<file path="src/rtl/ldpc_simd_cnu_acc.sv">
// SIMD min-sum check-node accumulator: per lane min1/min2/argmin/sign parity over up to MAX_DEG beats.
// Optional LDPC_OFFSET_EN applies offset-min-sum correction to the presented minima.
module ldpc_simd_cnu_acc #(
    parameter int Q       = 8,
    parameter int SIMD    = 4,
    parameter int MAX_DEG = 16,
    parameter int SAT_MAX = 63,
    parameter int OFFSET  = 1,
    localparam int IDXW   = $clog2(MAX_DEG)
) (
    input  logic                   clk_i,
    input  logic                   rst_i,
    input  logic                   in_valid_i,
    output logic                   in_ready_o,
    input  logic [Q*SIMD-1:0]      in_data_i,
    input  logic                   in_last_i,
    output logic                   out_valid_o,
    input  logic                   out_ready_i,
    output logic [Q*SIMD-1:0]      out_min1_o,
    output logic [Q*SIMD-1:0]      out_min2_o,
    output logic [IDXW*SIMD-1:0]   out_idx_o,
    output logic [SIMD-1:0]        out_sign_o,
    output logic [IDXW:0]          out_deg_o,
    output logic                   out_err_o
);
    localparam int DW = IDXW + 1;
    localparam int QW = Q + 1;
    localparam logic [Q-1:0]  SAT     = Q'(SAT_MAX);
    localparam logic [QW-1:0] SAT_W   = QW'(SAT_MAX);
    localparam logic [DW-1:0] DEG_LIM = DW'(MAX_DEG - 1);

    typedef enum logic [1:0] {IDLE, ACC, HOLD} state_t;

    state_t                     state_q;
    logic                       in_ready_q, out_valid_q;
    logic [SIMD-1:0][Q-1:0]     x, mag, min1_q, min2_q, min1_d, min2_d;
    logic [SIMD-1:0][Q-1:0]     res_min1_q, res_min2_q, res_min1_d, res_min2_d;
    logic [SIMD-1:0][QW-1:0]    absx;
    logic [SIMD-1:0][IDXW-1:0]  idx_q, idx_d, res_idx_q;
    logic [SIMD-1:0]            sign_q, sign_d, res_sign_q;
    logic [DW-1:0]              deg_q, deg_d, cur_deg, res_deg_q;
    logic                       res_err_q, first, accept, ovf, close;

    function automatic logic [Q-1:0] apply_ofs(input logic [Q-1:0] v);
`ifdef LDPC_OFFSET_EN
        return (v > Q'(OFFSET)) ? v - Q'(OFFSET) : '0;
`else
        return v;
`endif
    endfunction

    always_comb begin
        first   = (state_q == IDLE);
        accept  = in_valid_i && in_ready_q;
        cur_deg = first ? '0 : deg_q;
        deg_d   = cur_deg + DW'(1);
        // Hitting the last legal index without in_last closes the node as an error.
        ovf     = !in_last_i && (cur_deg == DEG_LIM);
        close   = accept && (in_last_i || ovf);
        for (int l = 0; l < SIMD; l++) begin
            x[l]    = in_data_i[l*Q +: Q];
            absx[l] = x[l][Q-1] ? -{x[l][Q-1], x[l]} : {x[l][Q-1], x[l]};
            mag[l]  = (absx[l] > SAT_W) ? SAT : absx[l][Q-1:0];
            min1_d[l] = min1_q[l];
            min2_d[l] = min2_q[l];
            idx_d[l]  = idx_q[l];
            if (first) begin
                min1_d[l] = mag[l];
                min2_d[l] = SAT;
                idx_d[l]  = '0;
            end else if (mag[l] < min1_q[l]) begin
                min2_d[l] = min1_q[l];
                min1_d[l] = mag[l];
                idx_d[l]  = cur_deg[IDXW-1:0];
            end else if (mag[l] < min2_q[l]) begin
                min2_d[l] = mag[l];
            end
            sign_d[l]     = first ? x[l][Q-1] : (sign_q[l] ^ x[l][Q-1]);
            res_min1_d[l] = apply_ofs(min1_d[l]);
            res_min2_d[l] = apply_ofs(min2_d[l]);
        end
    end

    always_ff @(posedge clk_i or posedge rst_i) begin
        if (rst_i) begin
            state_q     <= IDLE;
            in_ready_q  <= 1'b1;
            out_valid_q <= 1'b0;
            min1_q      <= '0;
            min2_q      <= '0;
            idx_q       <= '0;
            sign_q      <= '0;
            deg_q       <= '0;
            res_min1_q  <= '0;
            res_min2_q  <= '0;
            res_idx_q   <= '0;
            res_sign_q  <= '0;
            res_deg_q   <= '0;
            res_err_q   <= 1'b0;
        end else begin
            case (state_q)
                IDLE, ACC: begin
                    if (accept) begin
                        min1_q <= min1_d;
                        min2_q <= min2_d;
                        idx_q  <= idx_d;
                        sign_q <= sign_d;
                        deg_q  <= deg_d;
                        if (close) begin
                            state_q     <= HOLD;
                            in_ready_q  <= 1'b0;
                            out_valid_q <= 1'b1;
                            res_min1_q  <= res_min1_d;
                            res_min2_q  <= res_min2_d;
                            res_idx_q   <= idx_d;
                            res_sign_q  <= sign_d;
                            res_deg_q   <= deg_d;
                            res_err_q   <= ovf;
                        end else begin
                            state_q <= ACC;
                        end
                    end
                end
                HOLD: begin
                    if (out_ready_i) begin
                        state_q     <= IDLE;
                        in_ready_q  <= 1'b1;
                        out_valid_q <= 1'b0;
                    end
                end
                default: begin
                    state_q     <= IDLE;
                    in_ready_q  <= 1'b1;
                    out_valid_q <= 1'b0;
                end
            endcase
        end
    end

    assign in_ready_o  = in_ready_q;
    assign out_valid_o = out_valid_q;
    assign out_min1_o  = res_min1_q;
    assign out_min2_o  = res_min2_q;
    assign out_idx_o   = res_idx_q;
    assign out_sign_o  = res_sign_q;
    assign out_deg_o   = res_deg_q;
    assign out_err_o   = res_err_q;

endmodule
</file>
<file path="config.mk">
export PLATFORM = sky130hd
export DESIGN_NAME = ldpc_simd_cnu_acc
export DESIGN_NICKNAME = d
export VERILOG_FILES = /design/src/rtl/ldpc_simd_cnu_acc.sv
export SDC_FILE = /design/constraint.sdc
export NUM_CORES = 1
export LEC_CHECK = 0
export BUFFER_PORTS_ARGS = -buffer_cell sky130_fd_sc_hd__buf_2
export CAP_MARGIN = 30
export CORE_ASPECT_RATIO = 0.7
export CORE_MARGIN = 4
export CORE_UTILIZATION = 52
export DETAILED_ROUTE_END_ITERATION = 8
export GPL_ROUTABILITY_DRIVEN = 0
export PLACE_DENSITY = 0.72
export RECOVER_POWER = 25
export SKIP_CTS_REPAIR_TIMING = 1
export SYNTH_ARGS = -nofsm -noshare
export SYNTH_HDL_FRONTEND = slang
export SYNTH_SLANG_ARGS = --single-unit
</file>
<file path="constraint.sdc">
create_clock -name clk_i -period 8.4 [get_ports clk_i]
set_input_delay 1.68 -clock clk_i [delete_from_list [all_inputs] [get_ports clk_i]]
set_output_delay 1.68 -clock clk_i [all_outputs]
set_load 0.05 [all_outputs]
</file>
==> impl_summary.md, run 1 <==
Power and ir drop
The power spent charging and discharging nets is 0.503 mW. Of the total power, combinational logic draws 0.105. The analysis attributes to cell leakage a power of 5.84 nW. The clock share of power is 0.436.

The share of total power dissipated in sequential elements is 0.459. The power density of the placed cells is 156 nW/um^2. Of the total power, the share spent switching nets is 0.260.

The overall power of the completed layout is 1.94 mW. The largest vdd supply drop is 0.133 mV. Internal power comes to 1.43 mW.

STA
The count of final max-slew check failures is 119. Summed over all failing endpoints, the final setup total negative slack is 0 ps. For the pin with the worst max-slew slack, the measured transition is 5230 ps. The total setup violations reported at the end of the flow is 0.

In this run the tightest slew margin relative to its limit is -2.51. The achievable frequency is 175 MHz. The count of final hold-check violations is 0.

The clock period could shrink to 5710 ps. In the finished design, the share of the clock period the worst path needs comes to 0.679. The setup slack after layout is 2690 ps. Setup repair after global routing left no endpoint under its margin. The setup skew after layout is 15.0 ps. Final hold analysis gives a worst-case slack of 478 ps.

Cells and area
In the final layout, the multi-input gates occupy 5850 um^2. For this run, the number of standard cells in the final layout without fillers is 1564. The count of antenna diodes in the layout is 0. From synthesis to final layout, the design area changed by 13.5%. At the end of the flow, the number of nets in the layout was 1374. The register cell area after layout is 4580 um^2. The cell area after layout is 12400 um^2. Of the cells placed in the final design, the portion with a size suffix greater than 1 is 0.176. The number of fill cells in the layout is 1853.

At the end of the flow the core is filled with cells to 0.600.

Routing
The average via count per standard cell is 6.09. The total wire length after detailed routing is 30100 um. After detailed routing, the average wire length per cell comes to 19.2 um. The DRC violation count after routing is 0. After the first detailed-routing iteration, the DRC count stood at 918. The detailed router placed 9519 vias in this run. The count of nets left with antenna violations after detail routing is 0.

The number of search-and-repair iterations in the first detailed-routing pass is 5.

Run status
The final reports fail on max-capacitance violations, max-slew violations. The run finished, with violations left.

Critical path
The kind of end point of the critical path is a flop. The cell type of the slowest stage on the worst timing path is o21ai_1. The required arrival time at the worst endpoint is 8720 ps. STA puts the critical path data arrival time at 6030 ps. The critical path start-end classification is input port to flop. The largest single stage delay on the critical path is 790 ps.

Along the worst path, the maximum fanout reaches 12. The worst setup path is launched from an input port. The setup slack on the worst flop-to-flop path is 4690 ps.

Walking the worst path, the cells encountered are buf_2 -> inv_1 -> ha_1 -> or4b_1 -> o21ai_1 -> o41ai_1 -> a31oi_1 -> ha_1 -> o21a_1 -> o211ai_1 -> o221ai_1 -> o21ai_1 -> nand2_1 -> mux2_2.

Die
The die area is 23500 um^2. The number of primary I/O pins is 129. The cell row count is 44.

The die is 181 um wide. After floorplanning, the core was sized to cover 20700 um^2. From bottom edge to top edge, the die measures 129 um.

The initial core utilization is 0.529.

Synth
The synthesized netlist cell count is 1167. The most used flip-flop cell after synthesis is dfrtp_1. The combined area of all synthesized cells is 10900 um^2. For this run, the number of Yosys warnings is 0.

The average instance in the mapped netlist occupies 9.38 um^2. Counting distinct cell types in the post-synthesis netlist gives 97. The number of synthesized flops with an enable pin is 0. For this run, the register share of the synthesized area comes to 0.418.

The number of register bits inferred by synthesis is 183. For this run, asynchronously set or reset flops after synthesis account for 1.00.

GRT
The overall overflow remaining after global route is 0. In the global route stage, overall resource usage came out at 0.258. The first-pass GRT wire length is 49300 um. The number of global-route vias before repair is 9219. The number of antenna violations at the first check in global routing is 0. Entering global routing, the biggest net connects 119 pins.

Placement
Once placement completed, the tool counted placed cells totaling 1532. The detailed placement HPWL is 20700 um. The count of buffers added on input and output ports is 128. The post-placement cell area is 11800 um^2. The worst slack after detailed placement is 2330 ps.

Clock tree
The CTS sink count is 183. The clock latency of the later-clocked register in the worst-skew pair is 440 ps. TritonCTS built the clock tree. No sink is reached through more buffers than the 2 on the longest clock path. The level count of the clock H-tree is 4. The number of buffers added by the clock tree synthesis step is 17.

The cell sitting at the root of the clock tree is a clkbuf_16. After clock tree synthesis, the clock-pin slew on the worst setup and hold paths is 70 ps.

Hold path
The tightest min-delay check is of the flop to flop type.

Run
The max capacitance violation total is 1.
flip-flops by register name (all words and copies together), names as in the netlist:
register,cells
out_min1_o,32
deg_q,5
min2_q,32
min1_q,32
out_err_o,1
idx_q,16
state_q,2
in_ready_o,1
out_sign_o,4
out_min2_o,32
out_valid_o,1
out_idx_o,16
out_deg_o,5
sign_q,4
placed cells by master (no fill, tap or decap), types with 5 or more instances in the layout:
cell         n
a31oi_1     12
a221oi_1     5
conb_1      16
nand2_1    117
dfrtp_1    182
nor2_1      72
nor3_1      19
a21oi_1     97
nand2b_1     7
or2_1        5
a22o_1      22
a311oi_1     6
nand4_1      9
xnor2_1      5
o2111ai_1    5
a211oi_1     8
o221ai_1     5
a2111oi_0    5
or3_1        5
o21a_1       7
buf_2      127
o21ai_0     57
or2_2        7
o32ai_1     22
o31ai_1     11
o21ai_1     29
o211ai_1    10
nor2b_1      7
clkinv_4     7
nand3_1     15
clkbuf_16   17
ha_1        62
buf_4       13
a32oi_1      6
nor3b_1      6
a21o_1      11
mux2_2      19
and2_1      11
inv_1       78
mux2i_1     51
per-layer routing:
metal,up-vias,track usage,share of wire
met5,-,0,0
met4,0,0.0556,0.0080
met3,25,0.0648,0.077
met2,355,0.380,0.43
met1,4636,0.386,0.49
li1,4503,-,-
power groups by stage:
| stage | sequential [mW] | combinational (mW) | clock (mW) |
|---|---|---|---|
| after floorplan | 0.905 | 0.145 | 0 |
| after global placement | 0.905 | 0.193 | 0 |
| after detailed placement | 0.905 | 0.198 | 0 |
| after CTS | 0.888 | 0.201 | 0.853 |
| after global routing | 0.888 | 0.230 | 0.885 |
| final | 0.889 | 0.203 | 0.845 |
worst max-delay path: cells and delay by family:
kind / cells / cell delay [ps]
multiplexers: 1 / 390
adder cells (fa/ha/maj): 2 / 530
buffers and inverters: 2 / 190
AND/OR/NAND/NOR: 2 / 1010
AO/OA/AOI/OAI: 7 / 2240
cell usage after synthesis (12+ instances only):
cell type | n | area [um^2]
buf_2 | 13 | 65.1
nor2_1 | 73 | 274
a22o_1 | 22 | 193
nor3_1 | 19 | 95.1
a31oi_1 | 12 | 75.1
mux2i_1 | 51 | 510
dfrtp_1 | 182 | 4550
o21ai_1 | 30 | 150
mux2_2 | 19 | 214
clkbuf_1 | 46 | 173
ha_1 | 62 | 776
nand3_1 | 15 | 75.1
o32ai_1 | 22 | 193
inv_1 | 79 | 297
a21oi_1 | 97 | 485
o21ai_0 | 57 | 285
nand2_1 | 117 | 439
path summary, 6_finish.rpt:
kind	endpoint	start	depth (start not counted)
max	min1_q[25]	in_data_i[24]	14
min	out_sign_o[3]	out_sign_o[3]	2
max reg2reg	out_min2_o[2]	state_q[1]	12
min reg2reg	out_sign_o[3]	out_sign_o[3]	2
max in group asynchronous	out_min2_o[11]	rst_i	3
min in group asynchronous	out_sign_o[1]	rst_i	2
area by class of cell:
class	instances	area share
multi-input combinational	853	0.471
timing repair buffer	141	0.0593
tap	276	0.0278
clock inverter	14	0.0141
sequential	183	0.369
inverter	79	0.0240
clock buffer	18	0.0353
kinds of logic (layout without fill, tap and decap cells):
kind of cell | after synthesis | after routing | synth area share
fa+ha+maj | 62 | 62 | 0.0709
xor+xnor | 7 | 7 | 0.00560
other cells | 1 | 16 | 0.000343
mux | 75 | 75 | 0.0724
compound gates | 371 | 371 | 0.232
buf+inv | 146 | 252 | 0.0533
simple gates | 322 | 322 | 0.147
flops | 183 | 183 | 0.418
Power figures use the tool's default switching activity.
==> inputs of run 2 (changes only) <==
PLACE_DENSITY = 0.75   (was 0.72)
clock period = 5.1 ns   (was 8.4 ns; I/O delays follow)
==> impl_summary.md, run 2 (synthesized netlist as in run 1, its figures left out) <==
Power and ir drop
The power density of the placed cells was 246 nW/um^2 (+58%). The largest vdd supply drop is 0.184 mV (+38%). The static leakage was 5.92 nW (+1.4%).

Critical path
The cell type of the slowest stage on the worst timing path is or2_1. The gate family responsible for the most delay along the worst path is simple AND/OR/NAND/NOR gates. The critical path's largest stage delay was 600 ps (-190 ps). Walking the worst path, the cells encountered are buf_2 -> inv_1 -> ha_1 -> or4b_1 -> o21ai_1 -> o41ai_1 -> a31oi_1 -> ha_1 -> o21a_1 -> o211ai_1 -> o221ai_1 -> or2_1 -> nor2_1 -> a22o_1. The maximum fanout along the worst path is 23 (+11). The required arrival time at the worst endpoint came to 5480 ps (-3240 ps). The kind of end point of the critical path is a flop. The critical path start-end classification is input port to flop. The library cell appearing most often on the critical path is ha_1.

The sum of buffers and inverters on the critical path came to 2 (unchanged). The data arrival time at the worst-slack endpoint is 4940 ps (-1090 ps). The startpoint type of the worst setup path is an input port.

Cells and area
Leaving out fill and tap cells, the most frequent cells in the layout are dfrtp_1, buf_2, nand2_1. The post-route non-filler standard cell count is 1589 (+1.6%). The fraction of layout instances using a drive strength above 1 is 0.191 (+0.0149). The most common cell after layout, fill and taps aside is dfrtp_1. The final net count was 1399 (+1.8%). The layout overhead on the synthesized area is 14.7%. The count of antenna diodes in the layout is 0 (unchanged). The number of fill cells in the layout was 1805 (-2.6%).

Clock tree
The number of buffers added by the clock tree synthesis step is 17 (unchanged). The level count of the clock H-tree came to 4 (unchanged). The tree is rooted in a clkbuf_16.

The clock latency of the later-clocked register in the worst-skew pair is 440 ps (about the same). The CTS sink count was 183 (unchanged). The maximum number of buffers from clock root to sink is 2 (unchanged). The clock slew at the register clock pins of the worst setup and hold paths was 70 ps (about the same). TritonCTS built the clock tree.

STA
The aggregate negative setup slack was 0 ps (unchanged). The count of final hold-check violations is 0 (unchanged). For the finished layout, the period the worst path requires is 4560 ps. The worst relative slew slack is -0.647 (+1.86).

Of the available clock period, the critical path in the final layout requires 0.894. Derived from the worst setup path, the maximum achievable clock frequency is 219 MHz. The setup skew after layout is 14.0 ps (-1.01 ps). The count of final max-slew check failures is 184 (+55%). Setup repair after global routing left no endpoint under its margin. The slew of the pin with the lowest slew margin came to 2470 ps (-2760 ps). The worst hold slack across all endpoints was 481 ps (+2.51 ps).

The total setup violations reported at the end of the flow is 0 (unchanged).

Routing
The DRC violation count after routing was 0 (unchanged). The violation count after the first detailed-route iteration is 990 (+7.8%). The number of vias in the routed layout is 9689 (+1.8%). The number of search-and-repair iterations in the first detailed-routing pass came to 5 (unchanged). The average via count per standard cell came to 6.10 (+0.18%). The total wire length after detailed routing came to 30200 um (+0.53%). The detailed-route wire length per cell came to 19.0 um (-1.1%).

The count of nets left with antenna violations after detail routing is 0 (unchanged).

GRT
The number of global-route vias before repair was 9046 (-1.9%). The maximum number of pins on one net before global-route repair is 184 (+55%). The first-pass GRT wire length came to 49100 um (-0.39%). The global routing usage summed across all routing layers is 0.258 (about the same). The overall overflow remaining after global route came to 0 (unchanged). The number of antenna violations at the first check in global routing is 2 (+2).

Die
The initial core utilization is 0.529 (unchanged). The vertical die dimension is 129 um (unchanged). The die area is 23500 um^2 (unchanged). The die width is 181 um (unchanged). The placeable core area was 20700 um^2 (unchanged). The cell row count was 44 (unchanged). The number of primary I/O pins was 129 (unchanged).

Run status
The checks that failed: max-capacitance violations, max-slew violations. The flow ran to the end, but the final reports show violations.

Placement
The detailed placement HPWL came to 21100 um (+2.3%). The number of buffers inserted by port buffering is 128 (unchanged). The number of cells after detailed placement is 1556 (+1.6%).

Run
The max capacitance violation total came to 1 (unchanged).

Hold path
In this run the worst hold path is classified as flop to flop.
-- run 2: cell types whose count changed in the layout (fill, tap and decap cells not counted) --
cell / delta
buf_4: +24
clkinv_4: -5
clkinvlp_4: +4
inv_6: +4
bufinv_16: -3
inv_8: +2
buf_2: -1
clkbuf_1: +1
clkbuf_4: +1
clkinv_2: -1
clkinvlp_2: -1
-- run 2: layout make-up --
| type | count | area [um^2] | area share |
|---|---|---|---|
| Inverter | 79 | 300 | 0.0239 |
| Sequential cell | 183 | 4580 | 0.365 |
| Multi-Input combinational cell | 853 | 5850 | 0.466 |
| Tap cell | 276 | 345 | 0.0275 |
| Clock buffer | 18 | 439 | 0.0350 |
| Clock inverter | 14 | 116 | 0.00927 |
| Timing Repair Buffer | 166 | 923 | 0.0735 |
-- run 2: path summary, 6_finish.rpt --
path	start	cells after the start	slack, ps	end
worst max-delay path	in_data_i[24]	14	540	min2_q[30]
worst min-delay path	out_sign_o[2]	2	480	out_sign_o[2]
worst max register to register	state_q[1]	11	1810	out_min2_o[5]
worst min register to register	out_sign_o[2]	2	480	out_sign_o[2]
max in group asynchronous	rst_i	3	2060	out_idx_o[15]
min in group asynchronous	rst_i	3	1490	out_min1_o[13]
-- run 2: worst register-to-register path, cell delays in order, from the launching register on --
cell      delay (ps)
dfrtp_1          450
or2_2            390
and2_1           210
ha_1             230
nand3_1          110
nor2_1            70
ha_1             250
o21ai_4          420
buf_4            580
a21oi_1          190
a21boi_0         160
a22oi_1          160
-- run 2: layer usage --
metal	vias to the layer above	global-route usage	wire length (um)
li1	4556	-	-
met1	4708	0.393	14400
met2	374	0.380	13100
met3	49	0.0455	2210
met4	2	0.0706	526
met5	-	0	12
-- run 2: report_power, final --
group	internal [mW]	switching, mW	leakage [nW]
Clock	0.651	0.623	0.268
Combinational	0.127	0.226	3.16
Sequential	1.46	0.00465	2.49
Total	2.24	0.853	5.92
-- run 2: stage by stage --
stage / power [mW] / util / area, um^2 / worst slack, ps
floorplan: 1.73 / - / 11000 / 792
global placement: 1.83 / 0.580 / 12000 / 231
detailed placement: 1.84 / 0.580 / 12000 / 165
CTS: 3.10 / 0.607 / 12600 / 610
global route: 3.21 / 0.607 / 12600 / 316
finish: 3.09 / 0.607 / 12600 / 541
==> inputs of run 3 (changes only) <==
ABC_AREA = 1   (was default)
CAP_MARGIN = 10   (was 30)
==> impl_summary.md, run 3 <==
Routing
The number of vias in the routed layout is 9654 (-0.36%). The count of nets left with antenna violations after detail routing is 0 (unchanged). The DRC violation count after routing was 0 (unchanged). The average via count per standard cell is 5.11 (-16%). The detailed-route wire length per cell is 14.3 um (-25%). The violation count after the first detailed-route iteration came to 883 (-11%). The total wire length after detailed routing is 27000 um (-11%). The number of search-and-repair iterations in the first detailed-routing pass came to 5 (unchanged).

Synth
The most used flip-flop cell after synthesis is dfrtp_1. The post-synthesis cell type count came to 40 (-59%). The number of synthesis warnings is 0 (unchanged). The area share of the largest cell type after synthesis was 0.424 (+0.00746). Of all cell types, the one taking the most synthesized area is dfrtp_1. The share of synthesized registers carrying an async set or reset is 1.00 (unchanged). After synthesis, the cell types taking the most area are dfrtp_1, nand2_1, ha_1. The number of register bits inferred by synthesis is 183 (unchanged). The cell with the most instances after synthesis is nand2_1. The synthesized netlist cell count is 1479 (+27%).

The number of synthesized flops with an enable pin was 0 (unchanged). In the synthesized netlist, the cells that appear most often are nand2_1, inv_1, dfrtp_1. The mean post-synth cell area is 7.27 um^2 (-22%). The combined area of all synthesized cells was 10800 um^2 (-1.8%). The sequential share of the synthesized area is 0.426 (+0.00750).

Die
The die width is 180 um (-0.84%). The vertical die dimension is 128 um (-0.83%). The number of primary I/O pins is 129 (unchanged).

The cell row count is 43 (-2.3%). The initial core utilization is 0.536 (+0.00705). The placeable core area was 20100 um^2 (-3.1%). The die area is 23100 um^2 (-1.7%).

Cells and area
The fraction of layout instances using a drive strength above 1 is 0.130 (-0.0610). The final net count is 1708 (+22%). The post-route non-filler standard cell count is 1891 (+19%).

The library cells used most frequently in the layout, excluding fill and tap cells, are nand2_1, inv_1, dfrtp_1. The library cell used most frequently in the layout, excluding fill and tap cells, is nand2_1. The count of antenna diodes in the layout is 0 (unchanged).

The layout overhead on the synthesized area is 14.2%.

STA
The total setup violations reported at the end of the flow is 0 (unchanged). The final critical-path share of the clock period is 0.746 (-0.148). The worst relative slew slack is -0.692 (-0.0451). The count of final hold-check violations is 0 (unchanged).

The aggregate negative setup slack is 0 ps (unchanged). The setup skew after layout was 13.0 ps (-0.955 ps). The slew of the pin with the lowest slew margin came to 2540 ps (+67.6 ps). The clock period minus final worst setup slack came to 3800 ps (-755 ps). The achievable frequency is 263 MHz (+20%).

Setup repair after global routing left no endpoint under its margin. The count of final max-slew check failures is 184 (unchanged).

GRT
The number of global-route vias before repair is 8998 (-0.53%). The number of antenna violations at the first check in global routing was 0 (-2). The overall overflow remaining after global route is 0 (unchanged). The global routing usage summed across all routing layers is 0.235 (-0.0227). The first-pass GRT wire length was 44800 um (-8.8%). The maximum number of pins on one net before global-route repair came to 184 (unchanged).

Critical path
The gate family responsible for the most delay along the worst path is buffers and inverters. The data arrival time at the worst-slack endpoint is 4150 ps (-790 ps). The sum of buffers and inverters on the critical path was 6 (+4). The kind of end point of the critical path is a flop. The critical path's largest stage delay is 630 ps (+30 ps). The maximum fanout along the worst path is 43 (+87%). STA classifies the critical path startpoint as a flop. The critical path start-end classification is flop to flop. The cell type of the slowest stage on the worst timing path is inv_2. The signal on the critical path passes through nor2_1 -> buf_4 -> inv_2 -> nand2_1 -> inv_1 -> ha_1 -> nor3b_1 -> ha_1 -> nor2_1 -> inv_1 -> nand2_4 -> inv_2 -> buf_12 -> nand2_1 -> o21ai_0. The required arrival time at the worst endpoint is 5450 ps (-30 ps).

Run
The max capacitance violation total came to 1 (unchanged).

Placement
The number of buffers inserted by port buffering came to 128 (unchanged). The detailed placement HPWL is 19300 um (-8.9%). The number of cells after detailed placement was 1860 (+20%).

Power and ir drop
The power density of the placed cells is 252 nW/um^2 (+2.5%). The largest vdd supply drop is 0.222 mV (+21%). The static leakage is 7.23 nW (+22%).

Clock tree
The maximum number of buffers from clock root to sink came to 2 (unchanged). The clock latency of the later-clocked register in the worst-skew pair is 430 ps (about the same). The TritonCTS clock tree is yes. The number of buffers added by the clock tree synthesis step is 17 (unchanged). The level count of the clock H-tree was 4 (unchanged). The clock slew at the register clock pins of the worst setup and hold paths was 70 ps (about the same). The library cell used as clock root buffer is clkbuf_16. The CTS sink count came to 183 (unchanged).

Run status
The flow ran to the end, but the final reports show violations. The checks that failed: max-capacitance violations, max-slew violations.

Hold path
In this run the worst hold path is classified as flop to flop.
-- run 3: cell types whose count changed in the layout (fill, tap and decap cells not counted), moves of 22 or more --
cell,change
nand2_1,+486
nand3_1,+115
inv_1,+113
a21oi_1,-74
mux2i_1,-51
buf_4,-25
a22o_1,-22
o32ai_1,-22
-- run 3: logic make-up (layout without fill, tap and decap cells) --
family,Yosys count,after routing,synth area share
AO/OA/AOI/OAI,131,131,0.0723
AND/OR/NAND/NOR,837,837,0.321
XOR/XNOR,21,21,0.0171
buffers and inverters,243,370,0.0901
multiplexers,1,1,0.00105
other,1,16,0.000349
flip-flops,183,183,0.426
adder cells (fa/ha/maj),62,62,0.0721
-- run 3: area by class of cell --
cell class	count	area, um^2
tap	270	338
fill	1853	7780
sequential	183	4580
timing repair buffer	142	758
clock buffer	21	470
inverter	197	743
multi-input combinational	1068	5270
clock inverter	10	121
-- run 3: metal layers --
metal / vias up / share of wire / track usage
met5: - / 0 / 0
met4: 0 / 0.014 / 0.0587
met3: 32 / 0.070 / 0.0372
met2: 282 / 0.42 / 0.348
met1: 4493 / 0.50 / 0.362
li1: 4847 / - / -
-- run 3: worst register-to-register path, cell delays in order (launching register included) --
cell,delay (ps)
dfrtp_1,450
nor2_1,70
buf_4,210
inv_2,380
nand2_1,270
inv_1,160
ha_1,190
nor3b_1,200
ha_1,210
nor2_1,50
inv_1,100
nand2_4,240
inv_2,640
buf_12,320
nand2_1,90
o21ai_0,150
-- run 3: final timing paths --
kind                                start        endpoint  slack [ps]  depth (start not counted)
hold / removal             out_min2_o[21]  out_min2_o[21]         470                          2
setup / recovery               state_q[1]  out_min1_o[25]        1300                         15
setup reg to reg               state_q[1]  out_min1_o[25]        1300                         15
min in group asynchronous           rst_i  out_min2_o[17]        1490                          3
max in group asynchronous           rst_i        deg_q[1]        1980                          3
hold reg to reg            out_min2_o[21]  out_min2_o[21]         470                          2
-- run 3: per-stage QoR --
step / area [um^2] / total power [mW] / hold WS, ps / util / setup slack [ps]
5_1_grt: 12300 / 3.23 / 498 / 0.612 / 1070
6_report: 12300 / 3.10 / 474 / 0.612 / 1300
3_5_place_dp: 11700 / 1.80 / 460 / 0.583 / 1090
4_1_cts: 12300 / 3.12 / 479 / 0.613 / 1360
2_1_floorplan: 10800 / 1.71 / 449 / - / 1440
3_3_place_gp: 11700 / 1.79 / 455 / 0.583 / 1190
-- run 3: power breakdown --
| group | switching, mW | internal (mW) |
|---|---|---|
| clock network | 0.567 | 0.761 |
| registers | 0.000435 | 1.45 |
| logic | 0.221 | 0.0979 |
| total | 0.788 | 2.31 |
